File: src/rtl/dmem_port_arbiter.sv
// dmem_port_arbiter: shares the data-memory port between the CPU MEM stage
// and a debug/loader port, with round-robin grant and an access timeout.
module dmem_port_arbiter #(
  parameter int ADDR_W  = 32,
  parameter int DATA_W  = 32,
  parameter int TIMEOUT = 16
) (
  input  logic              clk_i,
  input  logic              rst_i,
  input  logic              cpu_req_i,
  input  logic              cpu_we_i,
  input  logic [ADDR_W-1:0] cpu_addr_i,
  input  logic [DATA_W-1:0] cpu_wdata_i,
  output logic [DATA_W-1:0] cpu_rdata_o,
  output logic              cpu_stall_o,
  output logic              cpu_err_o,
  input  logic              dbg_req_i,
  input  logic              dbg_we_i,
  input  logic [ADDR_W-1:0] dbg_addr_i,
  input  logic [DATA_W-1:0] dbg_wdata_i,
  output logic [DATA_W-1:0] dbg_rdata_o,
  output logic              dbg_ack_o,
  output logic              dbg_err_o,
  output logic              mem_req_o,
  output logic              mem_we_o,
  output logic [ADDR_W-1:0] mem_addr_o,
  output logic [DATA_W-1:0] mem_wdata_o,
  input  logic [DATA_W-1:0] mem_rdata_i,
  input  logic              mem_ack_i
);

  localparam int CW = $clog2(TIMEOUT);
  localparam logic [CW-1:0] CMAX = CW'(TIMEOUT - 1);

  typedef enum logic [2:0] {
    IDLE,
    BUSY_C,
    BUSY_D,
    DONE_C,
    DONE_D
  } state_t;

  state_t            state, state_nx;
  logic              last_d, last_d_nx;
  logic [CW-1:0]     cnt, cnt_nx;
  logic              lat_we, lat_we_nx;
  logic [ADDR_W-1:0] lat_addr, lat_addr_nx;
  logic [DATA_W-1:0] lat_wdata, lat_wdata_nx;
  logic [DATA_W-1:0] crd, crd_nx;
  logic [DATA_W-1:0] drd, drd_nx;
  logic              err, err_nx;
  logic              busy;
  logic              pick_c;
  logic              pick_d;

  always_ff @(posedge clk_i or posedge rst_i) begin
    if (rst_i) begin
      state     <= IDLE;
      last_d    <= 1'b1;
      cnt       <= '0;
      lat_we    <= 1'b0;
      lat_addr  <= '0;
      lat_wdata <= '0;
      crd       <= '0;
      drd       <= '0;
      err       <= 1'b0;
    end else begin
      state     <= state_nx;
      last_d    <= last_d_nx;
      cnt       <= cnt_nx;
      lat_we    <= lat_we_nx;
      lat_addr  <= lat_addr_nx;
      lat_wdata <= lat_wdata_nx;
      crd       <= crd_nx;
      drd       <= drd_nx;
      err       <= err_nx;
    end
  end

  // Contention goes to whichever port was not granted last.
  assign pick_c = cpu_req_i & (~dbg_req_i | last_d);
  assign pick_d = dbg_req_i & (~cpu_req_i | ~last_d);

  always_comb begin
    state_nx     = state;
    last_d_nx    = last_d;
    cnt_nx       = cnt;
    lat_we_nx    = lat_we;
    lat_addr_nx  = lat_addr;
    lat_wdata_nx = lat_wdata;
    crd_nx       = crd;
    drd_nx       = drd;
    err_nx       = err;
    unique case (state)
      IDLE: begin
        if (pick_c) begin
          state_nx     = BUSY_C;
          last_d_nx    = 1'b0;
          cnt_nx       = '0;
          err_nx       = 1'b0;
          lat_we_nx    = cpu_we_i;
          lat_addr_nx  = cpu_addr_i;
          lat_wdata_nx = cpu_wdata_i;
        end else if (pick_d) begin
          state_nx     = BUSY_D;
          last_d_nx    = 1'b1;
          cnt_nx       = '0;
          err_nx       = 1'b0;
          lat_we_nx    = dbg_we_i;
          lat_addr_nx  = dbg_addr_i;
          lat_wdata_nx = dbg_wdata_i;
        end
      end
      BUSY_C, BUSY_D: begin
        if (mem_ack_i) begin
          err_nx = 1'b0;
          if (state == BUSY_C) begin
            state_nx = DONE_C;
            if (!lat_we) crd_nx = mem_rdata_i;
          end else begin
            state_nx = DONE_D;
            if (!lat_we) drd_nx = mem_rdata_i;
          end
        end else if (cnt == CMAX) begin
          err_nx = 1'b1;
          if (state == BUSY_C) begin
            state_nx = DONE_C;
            crd_nx   = '0;
          end else begin
            state_nx = DONE_D;
            drd_nx   = '0;
          end
        end else begin
          cnt_nx = cnt + CW'(1);
        end
      end
      DONE_C, DONE_D: state_nx = IDLE;
      default:        state_nx = IDLE;
    endcase
  end

  assign busy        = (state == BUSY_C) | (state == BUSY_D);
  assign mem_req_o   = busy;
  assign mem_we_o    = busy & lat_we;
  assign mem_addr_o  = busy ? lat_addr : '0;
  assign mem_wdata_o = busy ? lat_wdata : '0;

  assign cpu_rdata_o = crd;
  assign cpu_stall_o = cpu_req_i & (state != DONE_C);
  assign cpu_err_o   = (state == DONE_C) & err;
  assign dbg_rdata_o = drd;
  assign dbg_ack_o   = (state == DONE_D);
  assign dbg_err_o   = (state == DONE_D) & err;

endmodule

File: config.mk
export PLATFORM = sky130hd
export DESIGN_NAME = dmem_port_arbiter
export DESIGN_NICKNAME = d
export VERILOG_FILES = /design/src/rtl/dmem_port_arbiter.sv
export SDC_FILE = /design/constraint.sdc
export NUM_CORES = 1
export LEC_CHECK = 0
export ABC_AREA = 1
export CORE_MARGIN = 3
export CORE_UTILIZATION = 35
export DETAILED_ROUTE_END_ITERATION = 8
export GPL_TIMING_DRIVEN = 0
export PLACE_DENSITY = 0.67
export SLEW_MARGIN = 30
export SYNTH_ARGS = -nofsm -noshare
export SYNTH_HDL_FRONTEND = slang
export SYNTH_SLANG_ARGS = --single-unit
File: constraint.sdc
create_clock -name clk_i -period 7.1 [get_ports clk_i]
set_input_delay 1.775 -clock clk_i [delete_from_list [all_inputs] [get_ports clk_i]]
set_output_delay 1.775 -clock clk_i [all_outputs]
set_load 0.01 [all_outputs]
## Word-level counts from Yosys, hierarchy flattened

Index checks and enable logic that the tools add are counted.

| cells by class | value |
|---|---|
| add/sub/neg operators | 1 |
| equal/unequal tests | 11 |
| mux-type cells | 35 |
| bitwise gates (word level) | 13 |
| reductions and logical operators | 11 |

Operator list:

| cell | count |
|---|---|
| two-way mux 32 bit | 15 |
| two-way mux 4 bit | 4 |
| two-way mux 3 bit | 5 |
| AND reduction 4 bit | 3 |
| two-way mux 1 bit | 8 |
| case mux 4 bit (2 select lines) | 1 |
| AND 1 bit | 6 |
| equality test 3 x 2 -> 1 bit (second input constant) | 2 |
| inequality test 2 bit (second input constant) | 3 |
| inequality test 3 bit (second input constant) | 2 |
| case mux 3 bit (2 select lines) | 1 |
| nonzero test 2 bit | 3 |
| adder 4 x 1 -> 4 bit (second input constant) | 1 |
| equality test 4 bit (second input constant) | 1 |
| NOT 1 bit | 4 |
| AND reduction 2 bit | 2 |
| equality test 3 x 1 -> 1 bit (second input constant) | 1 |
| equality test 3 bit (second input constant) | 1 |
| logical NOT 3 bit | 1 |
| inequality test 3 x 2 -> 1 bit (second input constant) | 1 |
| bitwise OR 1 bit | 3 |
| AND reduction 3 bit | 1 |
| case mux 1 bit (2 select lines) | 1 |
| OR reduction 2 bit | 1 |

| word-level totals | value |
|---|---|
| bits in registers | 138 |
| bits of input ports | 167 |
| word-level logic and storage cells | 80 |

## Longest topological paths before layout

Gate-level depths: netlist of the first run.

| logic depth | value |
|---|---|
| depth after elaboration | 6 |
| depth in mapped cells | 10 |
| mapped depth without buffers | 8 |

## Worst setup path before layout of the first run

OpenSTA, ideal clock, no wires.

| timing path | value |
|---|---|
| path kind | input port to output port |
| from | input cpu_req_i |
| to | output cpu_stall_o |
| arrival | 2.074 ns |
| setup slack | 3.251 ns |
| cell stages on the path | 2 |
| path buffers | 0 |
| cell sequence | inv_1 -> a31oi_1 |

| on the way | value |
|---|---|
| longest elaborated chain between the ends | 1 |

Ends and longest elaborated chain:

| what | line | text |
|---|---|---|
| start, declared | 10 | `input logic cpu_req_i,` |
| AND 1 bit | 149 | `assign cpu_stall_o = cpu_req_i & (state != DONE_C);` |
| end, declared | 15 | `output logic cpu_stall_o,` |

No other way between the ends.

## Worst setup path in the final report of the first run

Ends and elaborated chain as after synthesis.

==> impl_results.md, run 1 <==
- Transition time at the pin with the least slew margin: 0.509 ns
- Area contributors post-synth: sky130_fd_sc_hd__dfrtp_1 (50%), sky130_fd_sc_hd__nand2_1 (14%), sky130_fd_sc_hd__o21ai_0 (8.8%), sky130_fd_sc_hd__inv_1 (7.8%), sky130_fd_sc_hd__nor2_1 (4.2%)
- Synthesized instance count: 886
- Final period util: 68.4%
- First-pass GRT wire length: 35.2 mm
- Antenna violations before repair: 0
- Post-layout net count: 1,373
- Distinct cell type count of the synthesized netlist: 27
- Crit start category: primary input
- Clock Latency Late Sink: 0.41 ns
- Layout cells sized above 1: 8.70%
- Number of antenna repair diodes: 0
- Die extent in x: 146 um
- Minimum clock period: 4.86 ns
- Largest delay share family, worst path: buffers and inverters
- Net Switching: 1.71 mW
- Leading cell type in the layout, fill and taps excluded: sky130_fd_sc_hd__clkdlybuf4s50_1
- # resized after CTS: 0
- Global-route usage over all layers: 20.5%
- RSZ-0062 raised after global routing: false
- Number of warnings issued by yosys: 0
- Core Rows: 50
- Count of antenna-violating nets left after detailed routing: 0
- Crit path buffers/inverters: 3
- Class of the worst hold path: register to register
- P&R area growth vs syn: 57.8%
- Cell type with the highest occurrence count on the critical path: sky130_fd_sc_hd__clkdlybuf4s50_1
- Number of sinks driven by the clock tree: 138
- Number of violations reported at the end of detailed-routing iteration 0: 299
- Type of the worst setup path: primary input to primary output
- Total power per unit cell area: 419 nW/um^2
- Setup Skew: 0.00917 ns
- Share of power burned in the clock network: 21.0%
- Post-CTS setup-driven buffer insertion count: 0
- Post-Route Hold Slack: 0.472 ns
- Max transition margin: 66.1%
- Result of the run: completed
- Final RePlAce weighted congestion: 0.848
- Clk buf depth: 2
- Worst Setup End Kind: primary output
- Maximum number of pins on one net before global-route repair: 73
- Number of storage elements in the synthesis netlist: 138
- Largest fanout of any net on the critical path: 3
- Height of the chip: 146 um
- Final core occ: 57.3%
- CTS Buf Count: 17
- Max-slew violation count: 0
- Arrival time of the worst setup path: 3.08 ns
- Clock Pin Slew Worst Setup and Hold Paths: 0.06 ns
- Synthesized area: 6900 um^2
- Hpwl dp: 16.9 mm
- Full die area: 21,400 um^2
- Post-synthesis sequential area ratio: 50.1%
- Worst VDD drop: 0.000161 V
- CTS tree: yes
- Port Buffer Count: 299
- Switching part of the total: 37.4%
- Leakage: 5.05 nW
- Via-per-instance ratio: 4.53
- Timing-limited maximum frequency: 206 MHz
- Required time of the worst setup path: 5.33 ns
- Cell taking the most area after synthesis: sky130_fd_sc_hd__dfrtp_1
- Max-Cap Viols: 0
- Area of the core: 19,000 um^2
- Overflow left after global routing: 0
- Top Ports: 301
- Power share of the combinational group: 50.4%
- Vias after detailed routing: 6,692
- Cell-by-cell trace of the critical path: clkdlybuf4s50_1 > inv_1 > a31oi_1 > clkdlybuf4s50_1
- Mean cell area of the mapped netlist: 7.79 um^2
- Starting density of the core: 36.3%
- Sequential cell fraction of total power: 28.6%
- DRC Markers: 0
- Routed WL: 22.0 mm
- Number of H-tree levels: 4
- First-pass iteration count of the detailed router: 5
- Area share of the largest cell type after synthesis: 49.7%
- CTS root buf: sky130_fd_sc_hd__clkbuf_16
- Net count of the mapped netlist: 1,054
- Crit-path slowest cell: sky130_fd_sc_hd__clkdlybuf4s50_1
- Int Pwr: 2.86 mW
- Routed wire per std cell: 14.9 um
- Via count of the first global-routing pass: 6,649
- Most used cells in the layout excluding fill and tap cells: sky130_fd_sc_hd__clkdlybuf4s50_1 (299), sky130_fd_sc_hd__nand2_1 (254), sky130_fd_sc_hd__inv_1 (143), sky130_fd_sc_hd__dfrtp_1 (137), sky130_fd_sc_hd__o21ai_0 (121)
- Delay of the slowest critical-path stage: 0.59 ns
- Count of hold buffers inserted by post-cts repair: 0
- Endpoints failing setup: 0
- Final hold vios: 0
-- power by group through the flow --
stage / Sequential (mW) / Combinational (mW) / Clock (mW)
after floorplan: 1.37 / 1.10 / 0
after global placement: 1.31 / 2.30 / 0
after detailed placement: 1.32 / 2.32 / 0
after CTS: 1.31 / 2.33 / 0.973
after global routing: 1.35 / 2.54 / 1.01
final: 1.31 / 2.30 / 0.959
-- through the flow --
| stage | instances | worst slack [ns] | instance area (um^2) | TNS (ns) | total power [mW] |
|---|---|---|---|---|---|
| after global placement | 1445 | -0.400 | 10200 | -53.66 | 3.62 |
| after floorplan | 886 | 1.63 | 6900 | 0 | 2.47 |
| after global routing | 1478 | 2.20 | 10900 | 0 | 4.90 |
| final | 1478 | 2.24 | 10900 | 0 | 4.57 |
| after detailed placement | 1446 | 2.24 | 10300 | 0 | 3.64 |
| after CTS | 1478 | 2.23 | 10900 | 0 | 4.62 |
-- cell type report --
type / count / area [um^2]
Timing Repair Buffer: 300 / 3020
Tap cell: 260 / 325
Sequential cell: 138 / 3450
Fill cell: 1783 / 8130
Inverter: 146 / 556
Multi-Input combinational cell: 551 / 2510
Clock buffer: 21 / 470
Clock inverter: 11 / 166
Buffer: 51 / 387
-- flip-flops by register name (all words and copies together), names as in the netlist --
name / flops
cpu_rdata_o: 32
dbg_rdata_o: 32
lat_addr: 32
lat_wdata: 32
cnt: 4
state: 3
err: 1
last_d: 1
lat_we: 1
-- path summary, 6_finish.rpt --
check / start / end / slack (ns) / cells past startpoint
min reg2reg: err / err / 0.47 / 2
max reg2reg: last_d / lat_wdata[16] / 4.98 / 9
min in group asynchronous: rst_i / dbg_rdata_o[6] / 1.80 / 2
min: err / err / 0.47 / 2
max in group asynchronous: rst_i / cnt[0] / 4.59 / 3
max: cpu_req_i / cpu_stall_o / 2.24 / 4
-- tightest hold or removal path, delay by kind of cell (launching register included) --
kind / cells / cell delay, ns
flip-flops: 1 / 0.34
AND/OR/NAND/NOR: 2 / 0.09
-- routing by layer --
layer,share of wire [%],track usage [%],vias to the layer above
met5,0,0,-
met4,1.9,6.73,0
met3,8.2,6.80,32
met2,47,33.0,258
met1,43,26.2,3044
li1,-,-,3358
-- cell usage after synthesis (all sizes together) --
cell,number
dfrtp,137
clkbuf,18
xor2,1
ha,1
o21bai,1
nor3,5
buf,33
nor2,78
a21oi,2
dfstp,1
nand4,3
inv,146
o21ai,196
nand2,256
a31oi,1
nand3,7
-- logic make-up (layout without fill, tap and decap cells) --
kind of cell	count (synthesis)	in the layout	share of synthesized area, %
compound gates	200	200	16.1
buf+inv	197	529	13.5
flops	138	138	50.1
fa+ha+maj	1	1	0.181
xor+xnor	1	1	0.127
simple gates	349	349	20.0
(Power assumes the default switching activity.)
==> inputs of run 2 (changes only) <==
PLACE_DENSITY = 0.69   (was 0.67)
clock period = 4.26 ns   (was 7.1 ns; I/O delays follow)
==> run 2 against run 1 <==
  * Non-clock buffer count up 4
  * Largest cell class is now buffers
  * Clock skew up 0.0045 ns
  * Clock power up 57%
  * Setup slack worse by 1.5 ns
  * Global-route usage up 0.26 points
  * Via count down 0.54%
  * Clock-buffer cell count unchanged
==> impl_results.md, run 2 (synthesized netlist as in run 1, its figures left out) <==
- Die extent in x: 146 um
- Highest metal layer with signal wires: met4
- Crit start category: register
- CTS root buf: sky130_fd_sc_hd__clkbuf_16
- Layout cells sized above 1: 8.92%
- RSZ-0062 raised after global routing: false
- Crit path buffers/inverters: 4
- Final hold vios: 0
- Clk buf depth: 2
- Max transition margin: 68.8%
- Starting density of the core: 36.3%
- Post-layout net count: 1,377
- Type of the worst setup path: register to primary output
- First-pass iteration count of the detailed router: 5
- Global-route usage over all layers: 20.8%
- # resized after CTS: 0
- Routed WL: 21.9 mm
- Number of H-tree levels: 4
- Number of sinks driven by the clock tree: 138
- Full die area: 21,400 um^2
- P&R area growth vs syn: 58.5%
- CTS Buf Count: 17
- CTS tree: yes
- Via count of the first global-routing pass: 6,871
- Number of antenna repair diodes: 0
- Arrival time of the worst setup path: 2.48 ns
- Clock Pin Slew Worst Setup and Hold Paths: 0.06 ns
- Core Rows: 50
- Count of hold buffers inserted by post-cts repair: 0
- DRC Markers: 0
- Required time of the worst setup path: 3.19 ns
- Transition time at the pin with the least slew margin: 0.467 ns
- Worst VDD drop: 0.000262 V
- Class of the worst hold path: register to register
- Cell type with the highest occurrence count on the critical path: sky130_fd_sc_hd__nand2_1
- Final period util: 83.3%
- Total power per unit cell area: 686 nW/um^2
- Largest delay share family, worst path: buffers and inverters
- Timing-limited maximum frequency: 282 MHz
- Routed wire length on met3: 1.89 mm
- Minimum clock period: 3.55 ns
- First-pass GRT wire length: 35.6 mm
- Leading cell type in the layout, fill and taps excluded: sky130_fd_sc_hd__clkdlybuf4s50_1
- Vias after detailed routing: 6,656
- Clock Latency Late Sink: 0.42 ns
- Maximum number of pins on one net before global-route repair: 31
- Delay of the slowest critical-path stage: 0.56 ns
- Leakage: 5.06 nW
- Max-slew violation count: 0
- Worst Setup End Kind: primary output
- Result of the run: completed
- Max-Cap Viols: 0
- Largest fanout of any net on the critical path: 10
- Endpoints failing setup: 0
- Cell-by-cell trace of the critical path: nand2_1 > nand2_1 > inv_1 > nand2_2 > buf_6 > buf_4 > nor2_1 > clkdlybuf4s50_1
- Height of the chip: 146 um
- Count of antenna-violating nets left after detailed routing: 0
- Area of the core: 19,000 um^2
- Final sum of negative setup slack: 0 ns
- Setup Skew: 0.0137 ns
- Post-CTS setup-driven buffer insertion count: 0
- Overflow left after global routing: 0
- Top Ports: 301
- Port Buffer Count: 299
- Most used cells in the layout excluding fill and tap cells: sky130_fd_sc_hd__clkdlybuf4s50_1 (299), sky130_fd_sc_hd__nand2_1 (254), sky130_fd_sc_hd__inv_1 (143), sky130_fd_sc_hd__dfrtp_1 (137), sky130_fd_sc_hd__o21ai_0 (121)
- Routed wire per std cell: 14.8 um
- Antenna violations before repair: 0
- Final core occ: 57.5%
- Number of violations reported at the end of detailed-routing iteration 0: 349
- Hpwl dp: 17.3 mm
- Met2 layer wire length in the routed design: 10.6 mm
- Metal1 wirelength: 9.06 mm
- Crit-path slowest cell: sky130_fd_sc_hd__clkdlybuf4s50_1
- Via-per-instance ratio: 4.49
- Final RePlAce weighted congestion: 0.855
run 2: changes by cell type in the layout (fill, tap and decap cells not counted), sizes merged:
cell      before  now
buf           34   38
clkinv         3    5
inv          147  145
bufinv         4    3
clkinvlp       3    4
run 2: per-layer routing:
metal,global-route usage (%),vias to the layer above
li1,-,3368
met1,24.8,3020
met2,35.0,240
met3,7.54,28
met4,6.63,0
met5,0,-
run 2: where the power goes:
part,total [mW],internal (mW),switching [mW]
sequential,2.18,1.92,0.260
clock,1.51,0.950,0.557
combinational,3.82,1.83,1.99
total,7.50,4.70,2.81
run 2: metrics by stage:
| stage | total power [mW] | area [um^2] | std cells | setup WS (ns) | hold slack (ns) |
|---|---|---|---|---|---|
| 3_5_place_dp | 6.06 | 10300 | 1450 | 0.804 | 0.467 |
| 2_1_floorplan | 4.12 | 6900 | 886 | 1.47 | 0.442 |
| 5_1_grt | 8.07 | 10900 | 1482 | 0.567 | 0.505 |
| 6_report | 7.50 | 10900 | 1482 | 0.713 | 0.480 |
| 3_3_place_gp | 6.00 | 10200 | 1445 | 0.138 | 0.457 |
| 4_1_cts | 7.61 | 10900 | 1482 | 0.677 | 0.481 |
run 2: layout make-up:
class | count | area, um^2
multi-input combinational | 551 | 2510
sequential | 138 | 3450
buffer | 51 | 387
fill | 1818 | 8080
clock buffer | 21 | 460
clock inverter | 11 | 145
timing repair buffer | 304 | 3100
tap | 260 | 325
inverter | 146 | 552
run 2: final timing paths:
path / from / to / slack, ns / cells past startpoint
max: state[0] / mem_wdata_o[27] / 0.71 / 8
min: cpu_rdata_o[31] / cpu_rdata_o[31] / 0.48 / 2
max reg2reg: last_d / lat_wdata[20] / 2.17 / 9
min reg2reg: cpu_rdata_o[31] / cpu_rdata_o[31] / 0.48 / 2
max in group asynchronous: rst_i / lat_wdata[19] / 2.44 / 5
min in group asynchronous: rst_i / lat_wdata[9] / 0.97 / 2
run 2: worst register-to-register path, stage by stage, from the launching register on:
cell and delay, ns:
sky130_fd_sc_hd__dfstp_2 0.51, sky130_fd_sc_hd__inv_1 0.04, sky130_fd_sc_hd__nand2_1 0.05, sky130_fd_sc_hd__nand2_1 0.11, sky130_fd_sc_hd__inv_1 0.21, sky130_fd_sc_hd__buf_2 0.32, sky130_fd_sc_hd__clkbuf_1 0.35, sky130_fd_sc_hd__o21ai_0 0.19
sky130_fd_sc_hd__nand2_1 0.08, sky130_fd_sc_hd__o21ai_0 0.08
